<file path="src/rtl/sample_buf_rd_ctrl.sv">
// Read/write controller for the circular sample memory: tracks the write pointer
// and fill level, and serves age-addressed reads from two round-robin requesters.
module sample_buf_rd_ctrl #(
  parameter int MEM_SIZE   = 30,
  parameter int DATA_WIDTH = 16,
  parameter int ADDR_WIDTH = 5
) (
  input  logic                    clk,
  input  logic                    rst,
  input  logic                    wr_en_i,
  input  logic                    clr_i,
  output logic [ADDR_WIDTH-1:0]   mem_wr_addr_o,
  output logic                    mem_rd_en_o,
  output logic [ADDR_WIDTH-1:0]   mem_rd_addr_o,
  input  logic [DATA_WIDTH-1:0]   mem_rd_data_i,
  output logic [ADDR_WIDTH-1:0]   fill_o,
  input  logic [1:0]              req_i,
  input  logic [2*ADDR_WIDTH-1:0] age_i,
  output logic [1:0]              ack_o,
  output logic [DATA_WIDTH-1:0]   data_o,
  output logic                    err_o
);

  typedef enum logic [1:0] {IDLE, ISSUE, CAPTURE, RESP} state_t;

  localparam logic [ADDR_WIDTH-1:0] LAST_ADDR = ADDR_WIDTH'(MEM_SIZE - 1);
  localparam logic [ADDR_WIDTH-1:0] FULL_FILL = ADDR_WIDTH'(MEM_SIZE);

  state_t                  state_q, state_d;
  logic [ADDR_WIDTH-1:0]   wr_ptr_q, wr_ptr_d;
  logic [ADDR_WIDTH-1:0]   fill_q, fill_d;
  logic [ADDR_WIDTH-1:0]   phys_q, phys_d;
  logic                    grant_q, grant_d;
  logic                    last_grant_q, last_grant_d;
  logic [DATA_WIDTH-1:0]   data_q, data_d;
  logic                    err_q, err_d;
  logic [ADDR_WIDTH-1:0]   age_sel;

  function automatic logic [ADDR_WIDTH-1:0] wrap_inc(input logic [ADDR_WIDTH-1:0] ptr);
    return (ptr == LAST_ADDR) ? '0 : ptr + 1'b1;
  endfunction

  function automatic logic [ADDR_WIDTH-1:0] sat_inc(input logic [ADDR_WIDTH-1:0] cnt);
    return (cnt == FULL_FILL) ? cnt : cnt + 1'b1;
  endfunction

  // Bias by MEM_SIZE-1 so the subtraction never goes negative; only called with age < fill.
  function automatic logic [ADDR_WIDTH-1:0] age_to_phys(input logic [ADDR_WIDTH-1:0] ptr,
                                                        input logic [ADDR_WIDTH-1:0] age);
    logic [ADDR_WIDTH:0] sum;
    sum = {1'b0, ptr} + (ADDR_WIDTH+1)'(MEM_SIZE - 1) - {1'b0, age};
    if (sum >= (ADDR_WIDTH+1)'(MEM_SIZE)) begin
      sum = sum - (ADDR_WIDTH+1)'(MEM_SIZE);
    end
    return sum[ADDR_WIDTH-1:0];
  endfunction

  always_comb begin
    wr_ptr_d = wr_ptr_q;
    fill_d   = fill_q;
    if (clr_i) begin
      wr_ptr_d = '0;
      fill_d   = '0;
    end else if (wr_en_i) begin
      wr_ptr_d = wrap_inc(wr_ptr_q);
      fill_d   = sat_inc(fill_q);
    end
  end

  always_comb begin
    state_d      = state_q;
    grant_d      = grant_q;
    last_grant_d = last_grant_q;
    phys_d       = phys_q;
    data_d       = data_q;
    err_d        = err_q;
    age_sel      = '0;
    mem_rd_en_o  = 1'b0;
    ack_o        = 2'b00;
    case (state_q)
      IDLE: begin
        if (|req_i) begin
          if (&req_i) begin
            grant_d      = ~last_grant_q;
            last_grant_d = ~last_grant_q;
          end else begin
            grant_d = req_i[1];
          end
          age_sel = grant_d ? age_i[2*ADDR_WIDTH-1:ADDR_WIDTH] : age_i[ADDR_WIDTH-1:0];
          // Pointer and fill are sampled here; later writes cannot disturb this read.
          if (age_sel >= fill_q) begin
            err_d   = 1'b1;
            data_d  = '0;
            state_d = RESP;
          end else begin
            phys_d  = age_to_phys(wr_ptr_q, age_sel);
            state_d = ISSUE;
          end
        end
      end
      ISSUE: begin
        mem_rd_en_o = 1'b1;
        state_d     = CAPTURE;
      end
      CAPTURE: begin
        data_d  = mem_rd_data_i;
        err_d   = 1'b0;
        state_d = RESP;
      end
      RESP: begin
        ack_o[grant_q] = 1'b1;
        state_d        = IDLE;
      end
      default: state_d = IDLE;
    endcase
  end

  always_ff @(posedge clk) begin
    if (rst) begin
      state_q      <= IDLE;
      wr_ptr_q     <= '0;
      fill_q       <= '0;
      phys_q       <= '0;
      grant_q      <= 1'b0;
      last_grant_q <= 1'b1;
      data_q       <= '0;
      err_q        <= 1'b0;
    end else begin
      state_q      <= state_d;
      wr_ptr_q     <= wr_ptr_d;
      fill_q       <= fill_d;
      phys_q       <= phys_d;
      grant_q      <= grant_d;
      last_grant_q <= last_grant_d;
      data_q       <= data_d;
      err_q        <= err_d;
    end
  end

  assign mem_wr_addr_o = wr_ptr_q;
  assign mem_rd_addr_o = phys_q;
  assign fill_o        = fill_q;
  assign data_o        = data_q;
  assign err_o         = err_q;

endmodule

</file>
<file path="config.mk">
export PLATFORM = sky130hd
export DESIGN_NAME = sample_buf_rd_ctrl
export DESIGN_NICKNAME = d
export VERILOG_FILES = /design/src/rtl/sample_buf_rd_ctrl.sv
export SDC_FILE = /design/constraint.sdc
export NUM_CORES = 1
export LEC_CHECK = 0
export CAP_MARGIN = 20
export CORE_ASPECT_RATIO = 1.5
export CORE_MARGIN = 10
export CORE_UTILIZATION = 42
export CTS_CLUSTER_DIAMETER = 150
export DETAILED_ROUTE_END_ITERATION = 6
export PLACE_DENSITY = 0.86
export SLEW_MARGIN = 30
export SYNTH_ARGS = -nofsm -noshare
export SYNTH_HDL_FRONTEND = slang
export SYNTH_SLANG_ARGS = --single-unit
</file>
<file path="constraint.sdc">
create_clock -name clk -period 3.49 [get_ports clk]
set_input_delay 1.047 -clock clk [delete_from_list [all_inputs] [get_ports clk]]
set_output_delay 1.047 -clock clk [all_outputs]
set_load 0.01 [all_outputs]
</file>
==> results of run 1 <==
[power by group]
part	internal, uW	leakage, uW	switching (uW)
Combinational	361	0.000895	364
Sequential	461	0.000293	33.5
Clock	176	0.0000503	147
[per-layer routing]
layer,share of wire (%),wire [um]
met2,50,3237
met4,3.4,221
met1,40,2561
met5,0,0
met3,6.2,400
[worst max-delay path by stage]
stage / to / startpoint / cells past startpoint / slack, ps
2_1_floorplan: mem_rd_addr_o[1]$_SDFFE_PP0P_ / req_i[1] / 11 / 30
3_3_place_gp: mem_rd_addr_o[1]$_SDFFE_PP0P_ / req_i[1] / 12 / -490
3_5_place_dp: mem_rd_addr_o[1]$_SDFFE_PP0P_ / req_i[1] / 12 / -600
4_1_cts: mem_rd_addr_o[1]$_SDFFE_PP0P_ / req_i[0] / 12 / 170
5_1_grt: mem_rd_addr_o[1]$_SDFFE_PP0P_ / req_i[0] / 12 / 30
6_report: mem_rd_addr_o[1]$_SDFFE_PP0P_ / req_i[0] / 13 / 110
[synthesized netlist by cell type, types with 2 or more instances]
cell type  count  area (um2)
a211oi_1       7       52.55
a21o_1         3       22.52
a21oi_1       23       115.1
and3_1         2       12.51
buf_6          2       22.52
clkbuf_1       2       7.510
clkbuf_8       2       27.53
dfxtp_1       36       720.7
ha_1          24       300.3
inv_1         22       82.58
mux2_2         4       45.04
mux2i_1        2       20.02
nand2_1       23       86.33
nand3_1       20       100.1
nand4_1        5       31.28
nor2_1        16       60.06
nor3_1         5       25.02
nor3b_1        3       22.52
o211ai_1       2       15.01
o21a_1         3       22.52
o21ai_0        3       15.01
o21bai_1       2       15.01
or2_2          2       12.51
xnor2_1        7       61.31
xor2_1         3       26.28
[cell families after synthesis]
| kind of cell | synth area share [%] |
|---|---|
| AO/OA/AOI/OAI | 16.66 |
| XOR/XNOR | 4.150 |
| AND/OR/NAND/NOR | 19.21 |
| buffers and inverters | 7.588 |
| adder cells (fa/ha/maj) | 15.17 |
| flip-flops | 34.14 |
| multiplexers | 3.082 |
[worst max-delay path, delay by kind of cell]
family                     cells  cell delay, ps
AOI/OAI and AO/OA              5             900
buffers and inverters          4             600
adders and majority gates      2             570
muxes                          1             320
xor gates and xnor gates       1             150
[metrics by stage]
stage | total power (uW) | setup TNS [ps]
after floorplan | 902.1 | 0
after global placement | 1160 | -6339
after detailed placement | 1186 | -8401
after CTS | 1543 | 0
after global routing | 1643 | 0
final | 1543 | 0
[flip-flops by register name, summed over array words and instances, names as in the netlist]
| signal | flops |
|---|---|
| fill_o | 5 |
| err_o | 1 |
| last_grant_q | 1 |
| state_q | 2 |
| data_o | 16 |
| grant_q | 1 |
| mem_wr_addr_o | 5 |
| mem_rd_addr_o | 5 |
[layout by cell type, fill, tap and decap left out, drive strengths merged, types with 2 or more instances in the layout]
master,instances
o21a,3
nand3,21
a21o,3
ha,24
mux2,4
o21ai,4
o21bai,2
nand2,23
nor2,16
clkdlybuf4s50,64
and3,3
mux2i,2
inv,22
dfxtp,36
clkbuf,7
o211ai,2
nor3b,3
xor2,3
nand4,5
or2,2
dlygate4sd2,2
a211oi,7
a21oi,24
buf,23
xnor2,7
nor3,6
[cell type report]
type                       instances  area, um2  share of cell area (%)
multi-input combinational        177       1333                   41.93
timing repair buffer              89      863.3                   27.17
inverter                          22      82.58                   2.598
sequential                        36      720.7                   22.68
tap                               66      82.58                   2.598
clock buffer                       7      96.34                   3.031
[timing repair]
| action | in CTS | in global routing |
|---|---|---|
| hold buffers | 0 | 0 |
| gates cloned | 0 | 0 |
| setup buffers | 1 | 0 |
| hold endpoints to repair | 0 | 0 |
| gates resized for setup | 21 | 1 |
| pin swaps | 11 | 0 |
| endpoints found under the setup margin | 21 | 1 |
==> results.ini, run 1 <==
[status]
outcome=finished, final reports clean

[setup_path]
cp-end-kind=register
reg2reg_depth=12
rr_endpoint=mem_rd_addr_o[1]$_SDFFE_PP0P_
path_cells=dlygate4sd2_1 -> a21boi_4 -> buf_6 -> mux2_4 -> ha_4 -> inv_2 -> ha_1 -> a21o_1 -> a21oi_2 -> xor2_1 -> buf_4 -> o211ai_1 -> a211oi_2
critPathKind=in2reg
rr_startpoint=last_grant_q$_SDFFE_PP1P_
crit_fanout=3
cpPeakStageDelay_ps=320
crit_path_start_kind=input port
r2r_setup_slack_ps=760
critPathSlowestCell=mux2_4
crit_arrival_ps=3590
required_ps=3700

[placement]
place_hpwl_um=4785
placed_cells=389
portBuffers=66
dpl_cell_area_mm2=0.002978
place.gp.congestion=0.8421
post-place-ws_ps=-602.4

[global_routing]
grt_pass1_vias=2270
met2_usage_pct=28.30
grt_pass1_wl_um=10700
antenna_found_initial=0
overflow=0
grtUsageMet1_pct=15.84
use_met3_pct=4.682
grt_start_max_net_pins=27
track_usage_pct=15.70
grt_busiest_layer=met2

[timing]
relSlewSlack_pct=58.66
tightest_slew_ps=620.1
grt_setup_unrepaired=false
skew_ps=9.398
finalMaxSlewViolations=0
hold_ws_ps=449.1
final_hold_viol_count=0
fin_crit_sh_pct=96.97
finalSetupViolCount=0
finalCriticalPeriod_ps=3384
max_freq_ghz=0.2955
layout_setup_ws_ps=105.7

[synthesis]
seq_area_frac_synth_pct=34.14
netlist_area_mm2=0.002111
netlist_instances=243
ys_warn_count=0
synth_edf_count=0
synth_nets=300
yosys_most_used_dff=dfxtp_1
async_flop_share_pct=0
synth_cell_type_count=45
yosys_register_bits=36
synth.avg_cell_area_um2=8.686

[final_layout]
drive_above_1_share_pct=18.13
num_antenna_cells=0
area_growth_pct=50.56
nNetsFinal=388
fin_cells=397
final_area_mm2=0.003178
fillers=408
finish.utilization_pct=65.55

[routing]
ant_nets=0
viasPerCell=5.239
drcViolationCount=0
drt_first_iter_violations=64
first_pass_iters=5
wirelength_um=6421
post_drt_wl_per_cell_um=16.17
via_count=2080

[floorplanning]
chipHeight_um=106.8
die_w_um=77.88
dieArea_mm2=0.008320
initial_core_util_pct=43.54
core_mm2=0.004848
boundaryPins=67
rows=31

[worst_hold_path]
min_from=data_o[7]$_SDFFE_PP0P_
holdPathEnd=data_o[7]$_SDFFE_PP0P_
hold_path.class=reg2reg
hold_depth=2

[clock_network]
cts_tree=yes
htreeDepth=2
clk_pin_slew_worst_paths_ps=70
root_buffer=clkbuf_8
cts_made_buffers=5
cts_sinks=36
clk_latency_ps=290
clk_path_buf_depth=2

[run]
drv_cap=0

[pwr]
irDropWorstVdd_mv=0.2055
power_per_cell_area_mw_per_mm2=485.4
power_leakage_uw=0.001238

Power figures use the tool's default switching activity.
==> run 2: changes to the inputs <==
- ABC_AREA: default -> 0
==> results of run 2 <==
The final DEF is identical to that of run 1; final timing and power are the same.
